==> src/rtl/freelist_pkg.sv <==
// Shared constants and pointer helpers for the rename-stage physical register free list.
package freelist_pkg;

  localparam int unsigned PREG_NUM = 64;
  localparam int unsigned LREG_NUM = 32;
  localparam int unsigned FL_DEPTH = PREG_NUM - LREG_NUM;
  localparam int unsigned FL_IDX_W = $clog2(FL_DEPTH);
  localparam int unsigned FL_PTR_W = FL_IDX_W + 1;

  // Index plus wrap bit, so full and empty are distinguishable.
  typedef logic [FL_PTR_W-1:0] fl_ptr_t;

  function automatic fl_ptr_t fl_ptr_inc(input fl_ptr_t ptr, input logic [1:0] n);
    return ptr + fl_ptr_t'(n);
  endfunction

endpackage

==> src/rtl/freelist.sv <==
// Dual-ported circular free list of physical registers with flush-restorable speculative head.
// Optional stall-cycle counter enabled by defining FREELIST_STALL_CNT_EN.
module freelist #(
  parameter int unsigned PREG_NUM = 64,
  parameter int unsigned LREG_NUM = 32
) (
  input  logic                        clock,
  input  logic                        reset,
  input  logic                        instr0_freelist_req,
  output logic [$clog2(PREG_NUM)-1:0] instr0_freelist_resp,
  input  logic                        instr1_freelist_req,
  output logic [$clog2(PREG_NUM)-1:0] instr1_freelist_resp,
  output logic                        freelist_stall,
  input  logic                        commit_instr0_free_valid,
  input  logic [$clog2(PREG_NUM)-1:0] commit_instr0_free_preg,
  input  logic                        commit_instr1_free_valid,
  input  logic [$clog2(PREG_NUM)-1:0] commit_instr1_free_preg,
  input  logic                        flush_valid,
  output logic [5:0]                  freelist_count
`ifdef FREELIST_STALL_CNT_EN
  ,
  output logic [31:0]                 freelist_stall_cycles
`endif
);

  import freelist_pkg::*;

  localparam int unsigned Depth = PREG_NUM - LREG_NUM;
  localparam int unsigned PregW = $clog2(PREG_NUM);
  localparam int unsigned IdxW  = $clog2(Depth);

  typedef logic [IdxW-1:0] idx_t;

  logic [PregW-1:0] entry_q [Depth];

  fl_ptr_t    head_q, head_d;
  fl_ptr_t    tail_q, tail_d;
  fl_ptr_t    arch_head_q, arch_head_d;
  logic [5:0] count_q, count_d;

  logic [1:0] need;
  logic [1:0] nfree;
  logic       fire;
  idx_t       head_idx, head_idx1;
  idx_t       wr_idx0, wr_idx1;

  // Demand and allocation qualification.
  always_comb begin
    need           = {1'b0, instr0_freelist_req} + {1'b0, instr1_freelist_req};
    freelist_stall = (count_q < {4'b0, need}) && !flush_valid;
    fire           = (need != 2'd0) && !freelist_stall && !flush_valid;
  end

  // Responses are driven unconditionally; rename qualifies them with its own req.
  always_comb begin
    head_idx             = head_q[IdxW-1:0];
    head_idx1            = head_idx + idx_t'(1);
    instr0_freelist_resp = entry_q[head_idx];
    instr1_freelist_resp = instr0_freelist_req ? entry_q[head_idx1] : entry_q[head_idx];
  end

  // Releases are compacted: slot 1 lands at tail when slot 0 is idle.
  always_comb begin
    nfree   = {1'b0, commit_instr0_free_valid} + {1'b0, commit_instr1_free_valid};
    wr_idx0 = tail_q[IdxW-1:0];
    wr_idx1 = wr_idx0 + idx_t'(commit_instr0_free_valid);
  end

  // Next-state pointers; a flush restores head to the committed head including this cycle's commits.
  always_comb begin
    tail_d      = fl_ptr_inc(tail_q, nfree);
    arch_head_d = fl_ptr_inc(arch_head_q, nfree);
    head_d      = head_q;
    if (flush_valid) begin
      head_d = arch_head_d;
    end else if (fire) begin
      head_d = fl_ptr_inc(head_q, need);
    end
    count_d = tail_d - head_d;
  end

  always_ff @(posedge clock) begin
    if (reset) begin
      for (int i = 0; i < int'(Depth); i++) begin
        entry_q[i] <= PregW'(int'(LREG_NUM) + i);
      end
      head_q      <= '0;
      arch_head_q <= '0;
      tail_q      <= fl_ptr_t'(Depth);
      count_q     <= 6'(Depth);
    end else begin
      if (commit_instr0_free_valid) begin
        entry_q[wr_idx0] <= commit_instr0_free_preg;
      end
      if (commit_instr1_free_valid) begin
        entry_q[wr_idx1] <= commit_instr1_free_preg;
      end
      head_q      <= head_d;
      arch_head_q <= arch_head_d;
      tail_q      <= tail_d;
      count_q     <= count_d;
    end
  end

  assign freelist_count = count_q;

`ifdef FREELIST_STALL_CNT_EN
  logic [31:0] stall_cycles_q;

  always_ff @(posedge clock) begin
    if (reset) begin
      stall_cycles_q <= '0;
    end else if (freelist_stall && (stall_cycles_q != '1)) begin
      stall_cycles_q <= stall_cycles_q + 32'd1;
    end
  end

  assign freelist_stall_cycles = stall_cycles_q;
`endif

endmodule

==> config.mk <==
export PLATFORM = sky130hd
export DESIGN_NAME = freelist
export DESIGN_NICKNAME = d
export VERILOG_FILES = /design/src/rtl/freelist_pkg.sv /design/src/rtl/freelist.sv
export SDC_FILE = /design/constraint.sdc
export NUM_CORES = 1
export LEC_CHECK = 0
export ABC_CLOCK_PERIOD_IN_PS = 3400
export CAP_MARGIN = 5
export CORE_ASPECT_RATIO = 0.75
export CORE_MARGIN = 2
export CORE_UTILIZATION = 50
export CTS_CLUSTER_SIZE = 20
export DETAILED_ROUTE_END_ITERATION = 10
export PLACE_DENSITY_LB_ADDON = 0.2
export SYNTH_ARGS = -nofsm -noshare
export SYNTH_HDL_FRONTEND = slang
export SYNTH_SLANG_ARGS = --single-unit
export TNS_END_PERCENT = 100
==> constraint.sdc <==
create_clock -name clock -period 3.4 [get_ports clock]
set_input_delay 0.68 -clock clock [delete_from_list [all_inputs] [get_ports clock]]
set_output_delay 0.68 -clock clock [all_outputs]
set_load 0.05 [all_outputs]
=== Word level (Yosys, flattened, before mapping) ===
Memories as Yosys holds them, arrays and structs flattened. A register that Yosys moved wholly into a read port is not among the register bits.
Index checks and enable logic that the tools add are counted.

* Word-level logic and storage cells: 40
* Memories kept: 1
* Output and inout bits: 19
* Input bits: 19
* Flip-flop bits (word level): 24
* Bits in writable memories: 192

* $add $sub $neg: 8
* Muxes and demuxes: 18
* Magnitude comparators: 1
* Reduce and logical (&&, ||, !) cells: 8

{| class="wikitable"
|+ Memory list
! name !! words !! width !! rd ports !! clocked after memory_dff !! wr ports !! RTL line !! source
|-
| entry_q || 32 || 6 || 2 || 1 || 32 || freelist.sv:34 || <nowiki>logic [PregW-1:0] entry_q [Depth];</nowiki>
|}

{| class="wikitable"
|+ Operators with widths
! operator !! number
|-
| 2-to-1 mux 6 bit || 5
|-
| adder 6 x 2 -> 6 bit || 3
|-
| 2-to-1 mux 5 bit || 3
|-
| OR reduction 6 bit || 2
|-
| 2-to-1 mux 1 bit || 10
|-
| less-than comparator 6 x 2 -> 1 bit || 1
|-
| subtractor 6 bit || 1
|-
| adder 5 x 1 -> 5 bit || 1
|-
| adder 5 x 1 -> 5 bit, second input constant || 1
|-
| adder 1 x 1 -> 2 bit || 2
|-
| logical AND 1 bit || 3
|-
| logical NOT 1 bit || 2
|-
| nonzero test 2 bit || 1
|}

=== Depth between registers and ports, before layout ===
* Depth in word-level cells: 9
* Depth in mapped cells: 15
* Mapped depth without buffers: 15

=== Least setup slack after synthesis ===
OpenSTA, ideal clock, no wires.

* Path kind: flip-flop to output port
* From: register head_q[0]
* To: output instr1_freelist_resp[0]
* Cell stages (with the launch flop): 8
* Data arrival time: 3.570 ns
* Buffers on the path: 2
* Slack: -0.850 ns
* Required time: 2.720 ns
* Cell sequence: dfxtp_1 -> buf_2 -> buf_2 -> mux4_2 -> o22ai_1 -> nor4_1 -> nor2_1 -> nor2_1

* Cells in the longest elaborated chain, start to end: 3

{| class="wikitable"
|+ RTL lines
! element !! RTL line !! source
|-
| from (decl) || freelist.sv:36 || <nowiki>fl_ptr_t head_q, head_d;</nowiki>
|-
| from (signal assigned) || freelist.sv:87 || <nowiki>head_q <= '0;</nowiki>
|-
| from (signal assigned) || freelist.sv:98 || <nowiki>head_q <= head_d;</nowiki>
|-
| adder 5 x 1 -> 5 bit || freelist.sv:57 || <nowiki>head_idx1 = head_idx + idx_t'(1);</nowiki>
|-
| memory read (32 x 6 bit) || -- ||
|-
| 2-to-1 mux 6 bit || freelist.sv:59 || <nowiki>instr1_freelist_resp = instr0_freelist_req ? entry_q[head_idx1] : entry_q[head_idx];</nowiki>
|-
| to (decl) || freelist.sv:12 || <nowiki>output logic [$clog2(PREG_NUM)-1:0] instr1_freelist_resp,</nowiki>
|}

Every way passes these cells.

=== Worst setup path after layout ===
* From: register head_q[0]
* To: output instr1_freelist_resp[2]

The elaborated chain is that of the path after synthesis.

==> impl_metrics.toml <==
[status]
status = "finished, violations left"
violations = "setup timing"

[yosys]
avgSynthCellArea_um2 = 10.4
synth.top_cells.by_count = "edfxtp_1, nor2_1, nand2_1, mux4_2, clkbuf_1"
synth_top_family_by_area = "simple AND/OR/NAND/NOR gates"
synth_area_leader_cell = "edfxtp_1"
yosysWarnings = 0
synth_edf_count = 192
synth.top_cell.area_share_pct = 42.5
synth_cell_types = 51
synth.ff_latch_count = 216
synthXorXnorAreaFrac_pct = 1.29
synth_fa_ha_area_share_pct = 2.25
syn_area_um2 = 13600
async_reset_ff_share_pct = 0
synthSimpleGateAreaFrac_pct = 18.6
yosysSeqAreaShare_pct = 46.1
synth_mux_area_share_pct = 18.2
syn_inst = 1303
synth_compound_area_share_pct = 9.45
synth_flop_cell = "edfxtp_1"
synth_nets = 1344
yosysMostFrequentCell = "edfxtp_1"
synth.area.top_cells = "edfxtp_1, mux4_2, nor2_1"

[power]
power.total_mw = 8.54
ir_drop_mv = 0.359
leakage_nw = 5.36
power_density_nw_per_um2 = 515

[run]
maxCapViolations = 0

[cts]
clk_pin_slew_worst_paths_ns = 0.07
cts_root_buf = "clkbuf_16"
cts_tree = "yes"
cts_sinks = 216
clkLatencyLatePin_ns = 0.55
clock_path_buffers = 3
htree_levels = 1
cts_inserted_buffers = 24

[drt]
wirelength_um = 49500
drc = 0
vias_per_cell = 6.68
ant_nets = 0
vias = 11884
wl_per_cell_um = 27.9
drt_iter0_drc = 1910
firstDrtPassIters = 6

[layout]
n_antenna_cell = 0
postLayoutCellArea_um2 = 16600
fin_nets = 1451
final_core_util_pct = 61.9
drive_gt1_share_pct = 27.5
area_growth_pct = 22.3
fin_cells = 1778

[worst_setup_path]
worstSetupEndpointType = "primary output"
critPathKind = "register to primary output"
cp_max_fo = 8
cp-start-kind = "register"
cp.arrival_ns = 2.72
crit_required_ns = 2.72

[sta]
rsz0062_at_grt = "yes"
fin_hold_ws_ns = 0.507
fmax_mhz = 294
slew_headroom_pct = 36.4
tns_ns = -0.000148
fin_crit_ns = 3.40
finalSetupViolCount = 1
slew_violations = 0
worstMarginPinSlew_ns = 0.953
clock_skew_ns = 0.0184
worst_slack_ns = -0.000148
hold_violations = 0
fin_crit_sh_pct = 100

[placement]
place_inst = 1713
placed_cell_area_um2 = 15200
numPortBuffers = 37
place_hpwl_um = 34400
post-place-ws_ns = -0.825
gp_congestion = 0.974

[floorplanning]
start_util_pct = 50.6
fp.dieW_um = 194
dieArea_um2 = 28500
ios = 38
core-area_um2 = 26800
die_height_um = 147
fp-row-count = 52

[global_route]
track_usage_pct = 34.9
grt_start_max_net_pins = 38
grt_overflow_total = 0
grt_antenna_before_repair = 0
grt_pass1_vias = 11292
grt_pass1_wl_um = 73200

[hold_path]
min_path_type = "register to register"
-- metal layers --
metal / part of all wire, % / GRT usage (%)
met1: 39 / 50.6
met2: 42 / 50.2
met3: 15 / 11.3
met4: 3.9 / 10.8
met5: 0 / 0
-- logic make-up (layout without fill, tap and decap cells) --
group	after synthesis	in the layout
AND/OR/NAND/NOR	555	555
AO/OA/AOI/OAI	220	220
flip-flops	216	216
buffers and inverters	144	267
multiplexers	126	126
adder cells (fa/ha/maj)	22	22
XOR/XNOR	20	21
-- power by group --
part | switching, mW | internal, mW
Sequential | 0.114 | 3.00
Combinational | 1.50 | 1.17
Clock | 1.14 | 1.61
Total | 2.76 | 5.78
-- critical path, stage by stage, from the launching register on --
cell and delay, ns:
dfxtp_4 0.40, ha_4 0.34, buf_12 0.16, buf_12 0.12
mux4_2 0.53, nand2_1 0.10, nand3_2 0.11, nand4_1 0.18
nor2_4 0.06, buf_12 0.15
-- flip-flops by register name, summed over array words and instances (netlist names) --
register,cells
entry_q,192
arch_head_q,6
freelist_count,6
head_q,6
tail_q,6
-- repair_timing --
action                                  4_1_cts  5_1_grt
hold buffers                                  0        0
pin swaps                                    12       24
gates resized for setup                      25       40
endpoints found under the setup margin       11        8
cloned                                        4        2
setup buffers                                17        2
-- cell type report --
| cell class | count | area, um^2 |
|---|---|---|
| fillers | 2150 | 10200 |
| repair buffers | 197 | 1810 |
| well taps | 351 | 439 |
| flip-flops and latches | 216 | 6250 |
| multi-input cells | 944 | 7160 |
| clock buffers | 31 | 627 |
| clock inverters | 12 | 176 |
| inverters | 27 | 116 |
-- final timing paths --
kind	cells past startpoint	slack, ns	end	startpoint
worst min register to register	2	0.51	tail_q[5]	tail_q[5]
worst min-delay path	2	0.51	tail_q[5]	tail_q[5]
worst max register to register	14	0.28	freelist_count[5]	head_q[0]
worst max-delay path	9	-0.0001	instr1_freelist_resp[2]	head_q[0]
-- layout by cell type, fill, tap and decap left out, types with 11 or more instances in the layout --
cell	instances
a21oi_1	46
a31oi_1	55
buf_12	14
buf_4	151
clkbuf_16	25
clkdlybuf4s50_1	21
dfxtp_1	21
edfxtp_1	192
ha_1	13
inv_1	21
mux2i_1	28
mux4_2	96
nand2_1	149
nand2_2	11
nand3_1	76
nor2_1	174
nor2b_1	11
nor3_1	28
nor4_1	14
o21ai_0	70
o22ai_2	15
or3_1	17
xor2_1	11
(Power assumes the default switching activity.)
